<file path="src/rtl/blt_bus_arbiter_if.sv">
// Shared bus bundle between the 6809 CPU, the sc1 blitter, memory and blt_bus_arbiter.
// The slave modport is the arbiter's view; master is the surrounding system's view.
interface blt_bus_arbiter_if;
  localparam int unsigned ADDR_W = 16;
  localparam int unsigned DATA_W = 8;

  logic              e_sync;
  logic              cpu_ba;
  logic              cpu_bs;
  logic              cpu_halt;
  logic [ADDR_W-1:0] cpu_address;
  logic              cpu_read;
  logic              cpu_write;
  logic [DATA_W-1:0] cpu_data_out;
  logic              blt_halt;
  logic              blt_halt_ack;
  logic [ADDR_W-1:0] blt_address_out;
  logic              blt_read;
  logic              blt_write;
  logic [DATA_W-1:0] blt_data_out;
  logic              en_upper;
  logic              en_lower;
  logic              blt_ack;
  logic [DATA_W-1:0] blt_data_in;
  logic [ADDR_W-1:0] mem_address;
  logic              mem_read;
  logic              mem_write;
  logic [DATA_W-1:0] mem_data_out;
  logic              mem_en_upper;
  logic              mem_en_lower;
  logic [DATA_W-1:0] mem_data_in;
  logic              arb_timeout;

  modport slave (
    input  e_sync, cpu_ba, cpu_bs, cpu_address, cpu_read, cpu_write, cpu_data_out,
    input  blt_halt, blt_address_out, blt_read, blt_write, blt_data_out,
    input  en_upper, en_lower, mem_data_in,
    output cpu_halt, blt_halt_ack, blt_ack, blt_data_in,
    output mem_address, mem_read, mem_write, mem_data_out, mem_en_upper, mem_en_lower,
    output arb_timeout
  );

  modport master (
    output e_sync, cpu_ba, cpu_bs, cpu_address, cpu_read, cpu_write, cpu_data_out,
    output blt_halt, blt_address_out, blt_read, blt_write, blt_data_out,
    output en_upper, en_lower, mem_data_in,
    input  cpu_halt, blt_halt_ack, blt_ack, blt_data_in,
    input  mem_address, mem_read, mem_write, mem_data_out, mem_en_upper, mem_en_lower,
    input  arb_timeout
  );
endinterface

</file>
<file path="src/rtl/blt_bus_arbiter.sv">
// Hands the video/program memory bus between the 6809 and the sc1 blitter.
// Optional halt-acknowledge timeout enabled by defining BLT_TIMEOUT_EN.
module blt_bus_arbiter #(
  parameter int unsigned ACCESS_CYCLES = 2,
  parameter int unsigned TIMEOUT_E     = 16
) (
  input  logic               clk,
  input  logic               reset,
  blt_bus_arbiter_if.slave   bus
);
  localparam int unsigned CNT_W  = 4;
  localparam int unsigned TO_W   = 8;
  localparam int unsigned ADDR_W = 16;
  localparam int unsigned DATA_W = 8;

  typedef enum logic [2:0] {
    S_IDLE,
    S_HALT_REQ,
    S_GRANT,
    S_ACCESS,
    S_ACK,
    S_RELEASE
  } state_t;

  state_t            r_state;
  logic              r_cpu_halt;
  logic              r_blt_halt_ack;
  logic              r_blt_ack;
  logic [DATA_W-1:0] r_blt_data_in;
  logic [ADDR_W-1:0] r_lat_addr;
  logic [DATA_W-1:0] r_lat_data;
  logic              r_lat_en_upper;
  logic              r_lat_en_lower;
  logic              r_lat_read;
  logic              r_lat_write;
  logic [CNT_W-1:0]  r_acc_cnt;

  logic              w_halt_ok;
  logic              w_cpu_resumed;
  logic              w_blt_strobe;
  logic              w_blt_owned;
  logic              w_strobe_on;

`ifdef BLT_TIMEOUT_EN
  logic [TO_W-1:0]   r_to_cnt;
  logic              r_arb_timeout;
`else
  logic              w_unused_timeout;
  assign w_unused_timeout = ^TO_W'(TIMEOUT_E);
`endif

  assign w_halt_ok     = bus.e_sync & bus.cpu_ba & bus.cpu_bs;
  assign w_cpu_resumed = bus.e_sync & ~bus.cpu_ba;
  assign w_blt_strobe  = bus.blt_read | bus.blt_write;

  // Ownership sequencer with registered handshake outputs
  always_ff @(posedge clk) begin
    if (reset) begin
      r_state        <= S_IDLE;
      r_cpu_halt     <= 1'b0;
      r_blt_halt_ack <= 1'b0;
      r_blt_ack      <= 1'b0;
      r_blt_data_in  <= '0;
      r_lat_addr     <= '0;
      r_lat_data     <= '0;
      r_lat_en_upper <= 1'b0;
      r_lat_en_lower <= 1'b0;
      r_lat_read     <= 1'b0;
      r_lat_write    <= 1'b0;
      r_acc_cnt      <= '0;
`ifdef BLT_TIMEOUT_EN
      r_to_cnt       <= '0;
      r_arb_timeout  <= 1'b0;
`endif
    end else begin
      r_blt_ack <= 1'b0;
      case (r_state)
        S_IDLE: begin
          if (bus.blt_halt) begin
            r_state    <= S_HALT_REQ;
            r_cpu_halt <= 1'b1;
`ifdef BLT_TIMEOUT_EN
            r_to_cnt   <= '0;
`endif
          end
        end
        S_HALT_REQ: begin
          // Acknowledge has priority over a timeout on the same E boundary
          if (w_halt_ok) begin
            r_state        <= S_GRANT;
            r_blt_halt_ack <= 1'b1;
          end
`ifdef BLT_TIMEOUT_EN
          else if (bus.e_sync) begin
            if (r_to_cnt == TO_W'(TIMEOUT_E - 1)) begin
              r_state       <= S_RELEASE;
              r_cpu_halt    <= 1'b0;
              r_arb_timeout <= 1'b1;
            end else begin
              r_to_cnt <= r_to_cnt + TO_W'(1);
            end
          end
`endif
        end
        S_GRANT: begin
          // A pending strobe wins over a dropped halt
          if (w_blt_strobe) begin
            r_state        <= S_ACCESS;
            r_lat_addr     <= bus.blt_address_out;
            r_lat_data     <= bus.blt_data_out;
            r_lat_en_upper <= bus.en_upper;
            r_lat_en_lower <= bus.en_lower;
            r_lat_write    <= bus.blt_write;
            r_lat_read     <= ~bus.blt_write;
            r_acc_cnt      <= CNT_W'(ACCESS_CYCLES - 1);
          end else if (!bus.blt_halt) begin
            r_state        <= S_RELEASE;
            r_cpu_halt     <= 1'b0;
            r_blt_halt_ack <= 1'b0;
          end
        end
        S_ACCESS: begin
          if (r_acc_cnt == '0) begin
            r_state   <= S_ACK;
            r_blt_ack <= 1'b1;
            if (r_lat_read) r_blt_data_in <= bus.mem_data_in;
          end else begin
            r_acc_cnt <= r_acc_cnt - CNT_W'(1);
          end
        end
        S_ACK: begin
          r_state <= S_GRANT;
        end
        S_RELEASE: begin
          if (w_cpu_resumed) r_state <= S_IDLE;
        end
        default: begin
          r_state <= S_IDLE;
        end
      endcase
    end
  end

  assign w_blt_owned = (r_state == S_GRANT) || (r_state == S_ACCESS) || (r_state == S_ACK);
  assign w_strobe_on = (r_state == S_ACCESS);

  // Memory-side mux: CPU passes straight through unless the blitter owns the bus
  always_comb begin
    bus.mem_address  = bus.cpu_address;
    bus.mem_read     = bus.cpu_read;
    bus.mem_write    = bus.cpu_write;
    bus.mem_data_out = bus.cpu_data_out;
    bus.mem_en_upper = bus.cpu_write;
    bus.mem_en_lower = bus.cpu_write;
    if (w_blt_owned) begin
      bus.mem_address  = r_lat_addr;
      bus.mem_read     = w_strobe_on & r_lat_read;
      bus.mem_write    = w_strobe_on & r_lat_write;
      bus.mem_data_out = r_lat_data;
      bus.mem_en_upper = r_lat_en_upper;
      bus.mem_en_lower = r_lat_en_lower;
    end
  end

  assign bus.cpu_halt     = r_cpu_halt;
  assign bus.blt_halt_ack = r_blt_halt_ack;
  assign bus.blt_ack      = r_blt_ack;
  assign bus.blt_data_in  = r_blt_data_in;
`ifdef BLT_TIMEOUT_EN
  assign bus.arb_timeout  = r_arb_timeout;
`else
  assign bus.arb_timeout  = 1'b0;
`endif

endmodule

</file>
<file path="src/flat_wrapper.sv">
// flat-port wrapper written by rule: the top's interface ports become plain ports
module blt_bus_arbiter_flat 
#(
  parameter int unsigned ACCESS_CYCLES = 2,
  parameter int unsigned TIMEOUT_E     = 16
)
  (clk, reset, bus_e_sync, bus_cpu_ba, bus_cpu_bs, bus_cpu_address, bus_cpu_read, bus_cpu_write, bus_cpu_data_out, bus_blt_halt, bus_blt_address_out, bus_blt_read, bus_blt_write, bus_blt_data_out, bus_en_upper, bus_en_lower, bus_mem_data_in, bus_cpu_halt, bus_blt_halt_ack, bus_blt_ack, bus_blt_data_in, bus_mem_address, bus_mem_read, bus_mem_write, bus_mem_data_out, bus_mem_en_upper, bus_mem_en_lower, bus_arb_timeout);
  blt_bus_arbiter_if bus_i ();
  input  logic clk;
  input  logic reset;
  input wire logic [$bits(bus_i.e_sync)-1:0] bus_e_sync;
  input wire logic [$bits(bus_i.cpu_ba)-1:0] bus_cpu_ba;
  input wire logic [$bits(bus_i.cpu_bs)-1:0] bus_cpu_bs;
  input wire logic [$bits(bus_i.cpu_address)-1:0] bus_cpu_address;
  input wire logic [$bits(bus_i.cpu_read)-1:0] bus_cpu_read;
  input wire logic [$bits(bus_i.cpu_write)-1:0] bus_cpu_write;
  input wire logic [$bits(bus_i.cpu_data_out)-1:0] bus_cpu_data_out;
  input wire logic [$bits(bus_i.blt_halt)-1:0] bus_blt_halt;
  input wire logic [$bits(bus_i.blt_address_out)-1:0] bus_blt_address_out;
  input wire logic [$bits(bus_i.blt_read)-1:0] bus_blt_read;
  input wire logic [$bits(bus_i.blt_write)-1:0] bus_blt_write;
  input wire logic [$bits(bus_i.blt_data_out)-1:0] bus_blt_data_out;
  input wire logic [$bits(bus_i.en_upper)-1:0] bus_en_upper;
  input wire logic [$bits(bus_i.en_lower)-1:0] bus_en_lower;
  input wire logic [$bits(bus_i.mem_data_in)-1:0] bus_mem_data_in;
  output wire logic [$bits(bus_i.cpu_halt)-1:0] bus_cpu_halt;
  output wire logic [$bits(bus_i.blt_halt_ack)-1:0] bus_blt_halt_ack;
  output wire logic [$bits(bus_i.blt_ack)-1:0] bus_blt_ack;
  output wire logic [$bits(bus_i.blt_data_in)-1:0] bus_blt_data_in;
  output wire logic [$bits(bus_i.mem_address)-1:0] bus_mem_address;
  output wire logic [$bits(bus_i.mem_read)-1:0] bus_mem_read;
  output wire logic [$bits(bus_i.mem_write)-1:0] bus_mem_write;
  output wire logic [$bits(bus_i.mem_data_out)-1:0] bus_mem_data_out;
  output wire logic [$bits(bus_i.mem_en_upper)-1:0] bus_mem_en_upper;
  output wire logic [$bits(bus_i.mem_en_lower)-1:0] bus_mem_en_lower;
  output wire logic [$bits(bus_i.arb_timeout)-1:0] bus_arb_timeout;
  assign bus_i.e_sync = bus_e_sync;
  assign bus_i.cpu_ba = bus_cpu_ba;
  assign bus_i.cpu_bs = bus_cpu_bs;
  assign bus_i.cpu_address = bus_cpu_address;
  assign bus_i.cpu_read = bus_cpu_read;
  assign bus_i.cpu_write = bus_cpu_write;
  assign bus_i.cpu_data_out = bus_cpu_data_out;
  assign bus_i.blt_halt = bus_blt_halt;
  assign bus_i.blt_address_out = bus_blt_address_out;
  assign bus_i.blt_read = bus_blt_read;
  assign bus_i.blt_write = bus_blt_write;
  assign bus_i.blt_data_out = bus_blt_data_out;
  assign bus_i.en_upper = bus_en_upper;
  assign bus_i.en_lower = bus_en_lower;
  assign bus_i.mem_data_in = bus_mem_data_in;
  assign bus_cpu_halt = bus_i.cpu_halt;
  assign bus_blt_halt_ack = bus_i.blt_halt_ack;
  assign bus_blt_ack = bus_i.blt_ack;
  assign bus_blt_data_in = bus_i.blt_data_in;
  assign bus_mem_address = bus_i.mem_address;
  assign bus_mem_read = bus_i.mem_read;
  assign bus_mem_write = bus_i.mem_write;
  assign bus_mem_data_out = bus_i.mem_data_out;
  assign bus_mem_en_upper = bus_i.mem_en_upper;
  assign bus_mem_en_lower = bus_i.mem_en_lower;
  assign bus_arb_timeout = bus_i.arb_timeout;
  blt_bus_arbiter #(.ACCESS_CYCLES(ACCESS_CYCLES), .TIMEOUT_E(TIMEOUT_E)) u_core (.clk(clk), .reset(reset), .bus(bus_i));
endmodule
</file>
<file path="config.mk">
export PLATFORM = sky130hd
export DESIGN_NAME = blt_bus_arbiter_flat
export DESIGN_NICKNAME = d
export VERILOG_FILES = /design/src/rtl/blt_bus_arbiter_if.sv /design/src/rtl/blt_bus_arbiter.sv /design/src/flat_wrapper.sv
export SDC_FILE = /design/constraint.sdc
export NUM_CORES = 1
export LEC_CHECK = 0
export BUFFER_PORTS_ARGS = -buffer_cell sky130_fd_sc_hd__buf_2
export CORE_ASPECT_RATIO = 1.75
export CORE_UTILIZATION = 51
export DETAILED_ROUTE_END_ITERATION = 10
export PLACE_DENSITY = 0.91
export SETUP_SLACK_MARGIN = 0.15
export SYNTH_ARGS = -nofsm -noshare
export SYNTH_HDL_FRONTEND = slang
export SYNTH_SLANG_ARGS = --single-unit
</file>
<file path="constraint.sdc">
create_clock -name clk -period 4.3 [get_ports clk]
set_clock_uncertainty 0.2 [all_clocks]
set_input_delay 0.86 -clock clk [delete_from_list [all_inputs] [get_ports clk]]
set_output_delay 0.86 -clock clk [all_outputs]
set_load 0.02 [all_outputs]
</file>
# Word level (Yosys, flattened, before mapping)
# Cells that the tools add are included.
dict set report totals {
  romBits 0
  ram_bits 0
  ff_bits 46
  output_inout_bits 40
  elab_cells 73
  memories 0
  latchBits 0
}
dict set report classes {
  div_mod_pow 0
  bitwise_logic 9
  n_lt_le_gt_ge 0
  n_shift 0
  n_mul 0
  n_eq_ne 14
  n_reduce_logical 14
  add_sub_neg 1
  n_mux 23
}
# op count
set op_table {}
lappend op_table {{two-way mux 3 bit} 6}
lappend op_table {{one-hot mux 3 bit (6 select lines)} 1}
lappend op_table {{two-way mux 16 bit} 1}
lappend op_table {{inequality test 2 bit (second input constant)} 5}
lappend op_table {{two-way mux 1 bit} 9}
lappend op_table {{two-way mux 4 bit} 2}
lappend op_table {{two-way mux 8 bit} 1}
lappend op_table {{one-hot mux 4 bit (2 select lines)} 1}
lappend op_table {{AND reduction 4 bit} 2}
lappend op_table {{== test 3 x 2 -> 1 bit (second input constant)} 2}
lappend op_table {{== test 3 bit (second input constant)} 2}
lappend op_table {{inequality test 2 x 1 -> 1 bit (second input constant)} 3}
lappend op_table {{AND reduction 3 bit} 2}
lappend op_table {{nonzero test 2 bit} 3}
lappend op_table {{bitwise AND 1 bit} 5}
lappend op_table {{AND reduction 5 bit} 1}
lappend op_table {{zero test 4 bit} 1}
lappend op_table {{one-hot mux 1 bit (2 select lines)} 2}
lappend op_table {{subtractor 4 x 1 -> 4 bit (second input constant)} 1}
lappend op_table {{== test 3 x 1 -> 1 bit (second input constant)} 1}
lappend op_table {{zero test 3 bit} 1}
lappend op_table {{inequality test 3 x 2 -> 1 bit (second input constant)} 1}
lappend op_table {{NOT 1 bit} 3}
lappend op_table {{logical OR 1 bit} 2}
lappend op_table {{3 further kinds} 3}

# Depth between registers and ports, before layout
dict set report depth {
  ltp_word 4
  mapped_depth 6
}

# Least setup slack after synthesis
# Ideal clock, no wire load.
dict set report synth_timing {
  path_type {flip-flop to output port}
  start {reg u_core.r_state[2]}
  end {out bus_mem_address[6]}
  n_path_buf 1
  stages_incl_launch_ff 5
  t_arrival_ps 1335
  required_ps 3240
  setup_slack_ps 1905
  cell_sequence {dfxtp_1 -> nor3b_2 -> a21oi_4 -> buf_6 -> mux2_1}
}
dict set report synth_via {
  elab_chain_len 4
  elab_cells_between_ends 6
  cone_classes {eq/ne (3); mux (1); reduce/logical (2)}
}
# element line_no
set synth_lines {}
lappend synth_lines {{from (decl)} blt_bus_arbiter.sv:25} ;# state_t r_state;
lappend synth_lines {{from (signal assigned)} blt_bus_arbiter.sv:59} ;# r_state <= S_IDLE;
lappend synth_lines {{from (signal assigned)} blt_bus_arbiter.sv:80} ;# r_state <= S_HALT_REQ;
lappend synth_lines {{from (signal assigned)} blt_bus_arbiter.sv:90} ;# r_state <= S_GRANT;
lappend synth_lines {{== test 3 x 2 -> 1 bit} blt_bus_arbiter.sv:144} ;# assign w_blt_owned = (r_state == S_GRANT) || (r_state == S_ACCESS) || (r_state == S_ACK);
lappend synth_lines {{logical OR 1 bit} blt_bus_arbiter.sv:144}
lappend synth_lines {{logical OR 1 bit (*)} blt_bus_arbiter.sv:144}
lappend synth_lines {{two-way mux 16 bit (*)} blt_bus_arbiter.sv:155} ;# if (w_blt_owned) begin
lappend synth_lines {{to (decl)} flat_wrapper.sv:30} ;# output wire logic [$bits(bus_i.mem_address)-1:0] bus_mem_address;
# Every way passes the cells marked *; elsewhere a longest branch is shown, timed or not.

# Worst setup path after layout
dict set report layout_timing {
  start {reg u_core.r_state[1]}
  end {out bus_mem_en_upper}
}
dict set report layout_via {
  elab_chain_len 4
  elab_cells_between_ends 6
  cone_classes {eq/ne (3); mux (1); reduce/logical (2)}
}
# element line_no
set layout_lines {}
lappend layout_lines {{== test 3 x 2 -> 1 bit} blt_bus_arbiter.sv:144}
lappend layout_lines {{logical OR 1 bit} blt_bus_arbiter.sv:144}
lappend layout_lines {{logical OR 1 bit (*)} blt_bus_arbiter.sv:144}
lappend layout_lines {{two-way mux 1 bit (*)} blt_bus_arbiter.sv:155}
lappend layout_lines {{to (decl)} flat_wrapper.sv:34} ;# output wire logic [$bits(bus_i.mem_en_upper)-1:0] bus_mem_en_upper;
# Marks and branches as above.

==> run metrics <==
Worst Setup End Kind output port; Worst VDD drop 0.000229 V; WP data required 3.24 ns; first-pass GRT wire length 9.50 mm; worst-margin pin slew 1.17 ns; commonest non-fill, non-tap cell in the layout buf_2; crit path DAT 2.40 ns; antenna-violating nets left 0; post-CTS setup buffers 0; Final min period 3.46 ns; post-synthesis register bit count 46; TritonRoute pass-1 iters 4; vias in the first global route 2227; core area 4480 sq um; CP Launch Type register; ranking of synthesized cells by area dfxtp_1 (38%), mux2_2 (12%), a21oi_1 (7.1%); sequential area share after synthesis 38.3%; Lkg Pwr 1.25 nW; Mapped Area 2410 sq um; worst hold slack 0.276 ns; gp weighted congestion 0.827; maximum clock rate 289 MHz; Resized Gates After CTS 0; EDFF count, synth 0; clk_lat worst skew 0.29 ns; synthesized area per cell 9.05 sq um; RSZ-0062 raised after global routing false; Filler cells 402; # port buffers 106; diode count 0; GR Overflow Total 0; Die Ht 92.9 um; CTS Hold Bufs 0; Max Cap Viol 0; Fin. Hold Viols 0; Fin Setup TNS 0 ns; die area 5010 sq um; Max Buffers Root-to-Sink 2; antenna violations before repair 0; slew margin rel. 21.9%; ys flop type dfxtp_1; Pwr Density 289 nW/um^2; routed vias/inst 5.76; IO Count 108; Die X-Extent 53.9 um; Post-Synthesis Net Count 336; status completed; P&R area growth vs syn 22.9%; share of layout cells above drive strength 1 41.6%; Initial Util 53.7%; # setup viols final 0; TritonCTS clock tree done; Synth Warn # 0; commonest non-fill, non-tap cells in the layout buf_2 (106), dfxtp_1 (46), a21oi_1 (34); crit path max fanout 28; Post-Syn Instances 266; H-tree level count 2; fin. max-slew vios 0; largest net degree at the start of global routing 57; Tcrit/Tclk final 80.6%; Root Buffer clkbuf_8; row count 32; post-synth top area cell dfxtp_1; CTS sink count 46; DRC viols 0; wire length per cell 14.9 um; Hold Crit Class reg -> reg; half-perimeter wire length after placement 4.29 mm; path type of the worst setup path reg -> out; gr usage total 25.6%; nets 425; share of the synthesized area in the top cell type 38.3%; post-synthesis async set-or-reset flop share 0%; total routed wirelength 6.05 mm; Initial DRC Count 53; routed vias 2344; clock slew seen by the registers of the worst setup and hold paths 0.08 ns; Synth cell types 45; TritonCTS Buffers 5
[power by group]
| group | switching [mW] | internal (mW) | total (mW) |
|---|---|---|---|
| clock | 0.141 | 0.129 | 0.270 |
| combinational | 0.0788 | 0.0650 | 0.144 |
| sequential | 0.00846 | 0.432 | 0.440 |
[worst max-delay path, cell delays in order, from the launching register on]
cell     delay (ns)
dfxtp_1        0.66
nor3b_2        0.14
a21oi_4        0.71
mux2_2         0.43
buf_2          0.16
[metal layers]
layer  part of all wire (%)  track usage, %
met1                     35            24.5
met2                     57            48.3
met3                    6.2            5.58
met4                    1.6            11.2
met5                      0               0
[synthesized netlist by cell type, drive strengths merged, types with 5 or more instances]
library cell / count
clkbuf: 9
a21oi: 35
nor3b: 5
nand3: 27
dfxtp: 46
mux2: 26
mux2i: 8
nand2b: 18
inv: 5
buf: 16
o21ai: 31
[cell families (layout without fill, tap and decap cells)]
| kind of cell | after synthesis | count (layout) | share of synthesized area [%] |
|---|---|---|---|
| simple gates | 74 | 74 | 19.6 |
| fa+ha+maj | 2 | 2 | 1.04 |
| mux | 34 | 34 | 15.5 |
| compound gates | 79 | 79 | 18.4 |
| flops | 46 | 46 | 38.3 |
| buf+inv | 30 | 120 | 7.07 |
| other cells | 1 | 1 | 0.156 |
[flip-flops by register name, summed over array words and instances, names as in the netlist]
| name | count |
|---|---|
| u_core.r_lat_read | 1 |
| u_core.r_acc_cnt | 4 |
| u_core.r_lat_addr | 16 |
| u_core.r_lat_en_upper | 1 |
| u_core.r_lat_en_lower | 1 |
| u_core.r_state | 3 |
| u_core.bus.blt_data_in | 8 |
| u_core.r_lat_data | 8 |
| u_core.bus.cpu_halt | 1 |
| u_core.r_lat_write | 1 |
| u_core.bus.blt_ack | 1 |
| u_core.bus.blt_halt_ack | 1 |
[per-stage QoR]
step | worst slack [ns] | cells | power, mW | cell area, sq um | utilization [%]
after floorplan | 1.90 | 266 | 0.539 | 2410 | -
after global placement | 1.27 | 399 | 0.589 | 2860 | 63.8
after detailed placement | 1.17 | 399 | 0.593 | 2860 | 63.8
after CTS | 0.848 | 407 | 0.858 | 2960 | 66.0
after global routing | 0.648 | 407 | 0.893 | 2960 | 66.0
final | 0.836 | 407 | 0.854 | 2960 | 66.0
[layout make-up]
class	instances	area (sq um)	area share, %
Inverter	5	18.8	0.635
Sequential cell	46	921	31.1
Multi-Input combinational cell	190	1320	44.7
Clock buffer	6	82.6	2.79
Timing Repair Buffer	107	538	18.2
Tap cell	51	63.8	2.16
Clock inverter	2	12.5	0.423
[path summary, 6_finish.rpt]
kind,startpoint,to,slack (ns),cells past startpoint
hold reg to reg,u_core.bus.blt_data_in[1],u_core.bus.blt_data_in[1],0.28,2
setup / recovery,u_core.r_state[1],bus_mem_en_upper,0.84,4
hold / removal,u_core.bus.blt_data_in[1],u_core.bus.blt_data_in[1],0.28,2
setup reg to reg,u_core.r_state[1],u_core.r_lat_read,1.90,3
Note: power is estimated with default switching activity, not from simulation.
